File: src/rtl/mips_pkg.sv
// Shared sizing and types for the MIPS register file and its scoreboard.
package mips_pkg;
  localparam int REG_ADDR_W = 5;
  localparam int NUM_REGS   = 32;
  localparam int DATA_W     = 32;

  typedef logic [REG_ADDR_W-1:0] reg_addr_t;
  typedef logic [DATA_W-1:0]     word_t;

  localparam reg_addr_t REG_ZERO = 5'd0;
endpackage

File: src/rtl/rf_scoreboard.sv
// Pending-write scoreboard: one bit per register, set at issue, cleared at
// writeback, and the decode stall derived from it.
module rf_scoreboard #(
  parameter int NUM_REGS = mips_pkg::NUM_REGS,
  parameter int ADDR_W   = mips_pkg::REG_ADDR_W
) (
  input  logic              clk,
  input  logic              rst_n,
  input  logic              wr_en,
  input  logic [ADDR_W-1:0] wr_addr,
  input  logic              rd_en_a,
  input  logic [ADDR_W-1:0] rd_addr_a,
  input  logic              rd_en_b,
  input  logic [ADDR_W-1:0] rd_addr_b,
  input  logic              issue_valid,
  input  logic [ADDR_W-1:0] issue_dest,
  output logic              stall,
  output logic              pending_any
);
  logic [NUM_REGS-1:0] pend_q, pend_d;
  logic [NUM_REGS-1:0] set_vec, clr_vec;
  logic                pending_any_q, pending_any_d;
  logic                hz_a, hz_b;

  always_comb begin
    set_vec = '0;
    clr_vec = '0;
    if (issue_valid) set_vec[issue_dest] = 1'b1;
    if (wr_en)       clr_vec[wr_addr]    = 1'b1;
    // Set beats clear: a newer producer is in flight for that register.
    pend_d        = (pend_q & ~clr_vec) | set_vec;
    pend_d[0]     = 1'b0;
    pending_any_d = |pend_d;
  end

  always_ff @(posedge clk or negedge rst_n) begin
    if (!rst_n) begin
      pend_q        <= '0;
      pending_any_q <= 1'b0;
    end else begin
      pend_q        <= pend_d;
      pending_any_q <= pending_any_d;
    end
  end

  // A same-cycle writeback to the source is forwarded by the read bypass.
  always_comb begin
    hz_a = rd_en_a && (rd_addr_a != '0) && pend_q[rd_addr_a]
           && !(wr_en && (wr_addr == rd_addr_a));
    hz_b = rd_en_b && (rd_addr_b != '0) && pend_q[rd_addr_b]
           && !(wr_en && (wr_addr == rd_addr_b));
  end

  assign stall       = hz_a | hz_b;
  assign pending_any = pending_any_q;
endmodule

File: src/rtl/mips_regfile.sv
// 32x32 MIPS register file: one write port, two registered read ports with
// write-through bypass, and a pending-write scoreboard driving decode stall.
module mips_regfile #(
  parameter int DATA_W   = mips_pkg::DATA_W,
  parameter int NUM_REGS = mips_pkg::NUM_REGS,
  parameter int ADDR_W   = mips_pkg::REG_ADDR_W
) (
  input  logic              clk,
  input  logic              rst_n,
  input  logic              rf_write_en,
  input  logic [ADDR_W-1:0] rf_write_addr,
  input  logic [DATA_W-1:0] rf_write_data,
  input  logic              rd_en_a,
  input  logic [ADDR_W-1:0] rd_addr_a,
  input  logic              rd_en_b,
  input  logic [ADDR_W-1:0] rd_addr_b,
  output logic [DATA_W-1:0] rd_data_a,
  output logic [DATA_W-1:0] rd_data_b,
  input  logic              issue_valid,
  input  logic [ADDR_W-1:0] issue_dest,
  output logic              stall,
  output logic              pending_any
);
  logic [NUM_REGS-1:0][DATA_W-1:0] regs_q, regs_d;
  logic [DATA_W-1:0]               rd_data_a_q, rd_data_a_d;
  logic [DATA_W-1:0]               rd_data_b_q, rd_data_b_d;
  logic                            wr_live;

  assign wr_live = rf_write_en && (rf_write_addr != '0);

  always_comb begin
    regs_d = regs_q;
    if (wr_live) regs_d[rf_write_addr] = rf_write_data;
  end

  // Reads are refreshed every cycle; the enables only qualify the stall.
  always_comb begin
    if (rd_addr_a == '0)                   rd_data_a_d = '0;
    else if (wr_live && rf_write_addr == rd_addr_a) rd_data_a_d = rf_write_data;
    else                                   rd_data_a_d = regs_q[rd_addr_a];
    if (rd_addr_b == '0)                   rd_data_b_d = '0;
    else if (wr_live && rf_write_addr == rd_addr_b) rd_data_b_d = rf_write_data;
    else                                   rd_data_b_d = regs_q[rd_addr_b];
  end

  always_ff @(posedge clk or negedge rst_n) begin
    if (!rst_n) begin
      regs_q      <= '0;
      rd_data_a_q <= '0;
      rd_data_b_q <= '0;
    end else begin
      regs_q      <= regs_d;
      rd_data_a_q <= rd_data_a_d;
      rd_data_b_q <= rd_data_b_d;
    end
  end

  assign rd_data_a = rd_data_a_q;
  assign rd_data_b = rd_data_b_q;

  rf_scoreboard #(
    .NUM_REGS (NUM_REGS),
    .ADDR_W   (ADDR_W)
  ) u_sb (
    .clk         (clk),
    .rst_n       (rst_n),
    .wr_en       (rf_write_en),
    .wr_addr     (rf_write_addr),
    .rd_en_a     (rd_en_a),
    .rd_addr_a   (rd_addr_a),
    .rd_en_b     (rd_en_b),
    .rd_addr_b   (rd_addr_b),
    .issue_valid (issue_valid),
    .issue_dest  (issue_dest),
    .stall       (stall),
    .pending_any (pending_any)
  );
endmodule

File: config.mk
export PLATFORM = sky130hd
export DESIGN_NAME = mips_regfile
export DESIGN_NICKNAME = d
export VERILOG_FILES = /design/src/rtl/mips_pkg.sv /design/src/rtl/rf_scoreboard.sv /design/src/rtl/mips_regfile.sv
export SDC_FILE = /design/constraint.sdc
export NUM_CORES = 2
export LEC_CHECK = 0
export CORE_UTILIZATION = 45
export DETAILED_ROUTE_END_ITERATION = 6
export GPL_TIMING_DRIVEN = 0
export HOLD_SLACK_MARGIN = 0.05
export PLACE_DENSITY_LB_ADDON = 0.25
export SETUP_SLACK_MARGIN = 0.02
export SKIP_LAST_GASP = 1
export SLEW_MARGIN = 20
export SYNTH_ARGS = -nofsm -noshare
export SYNTH_HDL_FRONTEND = slang
export SYNTH_HIERARCHICAL = 1
export SYNTH_SLANG_ARGS = --single-unit
File: constraint.sdc
create_clock -name clk -period 4.07 [get_ports clk]
set_clock_uncertainty 0.1 [all_clocks]
set_input_delay 0.814 -clock clk [delete_from_list [all_inputs] [get_ports clk]]
set_output_delay 0.814 -clock clk [all_outputs]
set_load 0.01 [all_outputs]
==> impl_metrics.csv <==
group,metric,value,unit
timing,final.period_utilization,103,%
yosys,syn_area_per_cell,13.7,sq um
min_path,hp-class,"reg2reg",
floorplan,die_area,0.135,sq mm
yosys,synth-main-ff-cell,"dfrtp_1",
job,drv_cap,0,
clocking,numCtsBuffers,132,
drt,vias_per_cell,7.35,
finish,seq_area,0.0280,sq mm
floorplan,die_w,368,microns
yosys,yosysSeqAreaShare,46.6,%
clocking,cts_tree,"built",
clocking,insertion_delay,0.83,ns
worst_setup_path,cp.arrival,4.78,ns
power_and_ir_drop,p_leak,30.1,nW
global_routing,grt_pass1_wl,393,mm
floorplan,die_h,368,microns
timing,drv_slew,0,
finish,multi_input_area,0.0295,sq mm
finish,fin_cells,6530,
clocking,cts_buffer_depth,3,
placed_design,place_ws,-1.19,ns
drt,vias,47970,
power_and_ir_drop,peakVddDrop,0.472,mV
worst_setup_path,cp.required,4.64,ns
drt,drcViolationCount,47,
timing,final.setup.worst_slack,-0.137,ns
global_routing,groute.usage.overall,43.3,%
timing,setup_viol_count_final,8,
yosys,syn-cell-area,0.0602,sq mm
global_routing,first_global_vias,45461,
finish,final_nets,4711,
yosys,synth_seq_cells,1120,
floorplan,rows,133,
drt,postRouteAntennaNets,0,
floorplan,initial_core_util,45.5,%
global_routing,grt_max_degree,145,
timing,setup_tns,-0.566,ns
worst_setup_path,crit_fanout,10,
worst_setup_path,reg2reg_setup_slack,1.37,ns
yosys,synth_enable_flop_cells,0,
clocking,clkSlewWorstSetupHoldPaths,0.06,ns
timing,rsz0062_at_grt,"no",
timing,max_slew.worst_pin.slew,1.41,ns
yosys,async_flop_share,100,%
yosys,netlist_instances,4376,
drt,wirelength,296,mm
finish,drive_gt1_share,40.6,%
status,violations,"DRC, setup timing",
status,status,"finished, violations left",
timing,max_clock_freq,238,MHz
placed_design,place_area,0.0642,sq mm
worst_setup_path,crit_path_end_kind,"flip-flop",
finish,final_util,52.1,%
finish,nFillCells,11446,
drt,wl_per_cell,45.3,microns
finish,areaGrowthSynthToFinish,14.3,%
placed_design,io_buffers,118,
floorplan,pin_count,124,
power_and_ir_drop,total_power,34.9,mW
power_and_ir_drop,pwr_density_cell,507,mW/mm^2
drt,firstDrtPassIters,7,
clocking,cts_sinks,1120,
global_routing,antenna_found_initial,21,
timing,maxSlewHeadroom,6.30,%
floorplan,coreArea,0.132,sq mm
placed_design,dp.cells,6272,
timing,hold_viol,0,
timing,hold_slack,0.381,ns
clocking,clock-root-buffer,"clkbuf_16",
yosys,synth_warnings,6,
global_routing,overflow,0,
worst_setup_path,start_kind,"input pin",
finish,stdcell_area,0.0688,sq mm
yosys,synth_nets,4434,
clocking,h-tree-depth,4,
drt,drt-initial-drc-count,8191,
timing,fin_crit,4.21,ns
placed_design,gp_congestion,1.07,
placed_design,dp_hpwl,192,mm
yosys,ys_types,75,
worst_setup_path,critPathKind,"in2reg",
==> final cells by class <==
| class | instances | share of cell area [%] |
|---|---|---|
| diodes | 24 | 0.0873 |
| plain buffers | 468 | 4.07 |
| clock buffers | 195 | 5.72 |
| clock inverters | 37 | 0.708 |
| inverters | 16 | 0.0873 |
| multi-input cells | 2770 | 42.9 |
| flip-flops and latches | 1120 | 40.8 |
| well taps | 1755 | 3.19 |
| repair buffers | 145 | 2.52 |
==> sequential cells by signal, indices dropped and copies added, names as in the netlist <==
| register | count |
|---|---|
| rd_data_a | 32 |
| rd_data_b | 32 |
| regs_q | 1024 |
| u_sb/pend_q | 31 |
| u_sb/pending_any | 1 |
==> worst max-delay path, stage by stage <==
cell and delay (ns):
clkdlybuf4s15_2 0.37, buf_4 0.54, buf_4 0.47, buf_2 0.68, mux2i_1 0.20, a2111oi_0 1.05, a211oi_1 0.18, a21oi_1 0.42
==> final timing paths <==
check,end,startpoint,cells past startpoint
worst min-delay path,regs_q[20],regs_q[20],1
worst max register to register,rd_data_b[20],regs_q[564],5
worst min register to register,regs_q[20],regs_q[20],1
worst max-delay path,rd_data_b[28],rd_addr_b[1],8
min in group asynchronous,regs_q[870],rst_n,2
max in group asynchronous,regs_q[555],rst_n,5
==> repair_timing <==
item / in CTS / in global routing
pin swaps: 0 / 0
hold buffers: 1 / 0
hold endpoints to repair: 123 / 0
setup buffers: 0 / 2
endpoints found under the setup margin: 15 / 15
gates resized for setup: 10 / 11
==> metal layers <==
metal / global-route usage [%] / vias up / wire length [microns]
met3: 22.2 / 1396 / 46100
li1: - / 17366 / -
met2: 58.0 / 4438 / 118000
met4: 34.3 / 20 / 29000
met1: 51.8 / 24750 / 102000
met5: 1.67 / - / 386
==> cells in the final DEF, fill, tap and decap left out, types with 32 or more instances in the layout <==
cell,Yosys,layout
a22oi_1,82,82
nor3_1,33,32
o21ai_0,90,89
mux2_2,1046,1046
clkdlybuf4s50_1,0,113
clkbuf_2,0,48
clkbuf_16,0,137
o2111ai_1,33,33
nand2_1,84,84
mux2i_1,408,408
clkbuf_1,198,182
a21oi_1,88,88
o22ai_1,42,42
mux4_2,298,298
nor2_1,61,55
a221oi_1,68,68
a221o_1,37,37
buf_2,105,134
buf_4,49,53
buf_6,47,50
dfrtp_1,1120,1120
==> power breakdown <==
| group | internal (mW) | total [mW] | switching (mW) |
|---|---|---|---|
| logic | 3.78 | 7.50 | 3.72 |
| registers | 13.2 | 14.9 | 1.61 |
| clock network | 7.37 | 12.5 | 5.13 |
==> Yosys cell counts (33+ instances only) <==
library cell / count / area share (%)
nor2_1: 61 / 0.38
mux2_2: 1046 / 20
buf_4: 49 / 0.61
buf_6: 47 / 0.88
a221oi_1: 68 / 0.99
o22ai_1: 42 / 0.44
dfrtp_1: 1120 / 47
buf_2: 105 / 0.87
a21oi_1: 88 / 0.73
nand2_1: 84 / 0.52
clkbuf_1: 198 / 1.2
buf_1: 52 / 0.32
a221o_1: 37 / 0.62
o2111ai_1: 33 / 0.48
mux4_2: 298 / 11
o21ai_0: 90 / 0.75
a22oi_1: 82 / 1.0
mux2i_1: 408 / 6.8
nor3_1: 33 / 0.27
==> logic make-up after synthesis <==
group | share of synthesized area, %
AOI/OAI and AO/OA | 7.28
and+or+nand+nor | 3.34
DFF | 46.6
muxes | 37.9
xor gates and xnor gates | 0.291
buffers and inverters | 4.58
Power figures use the tool's default switching activity.
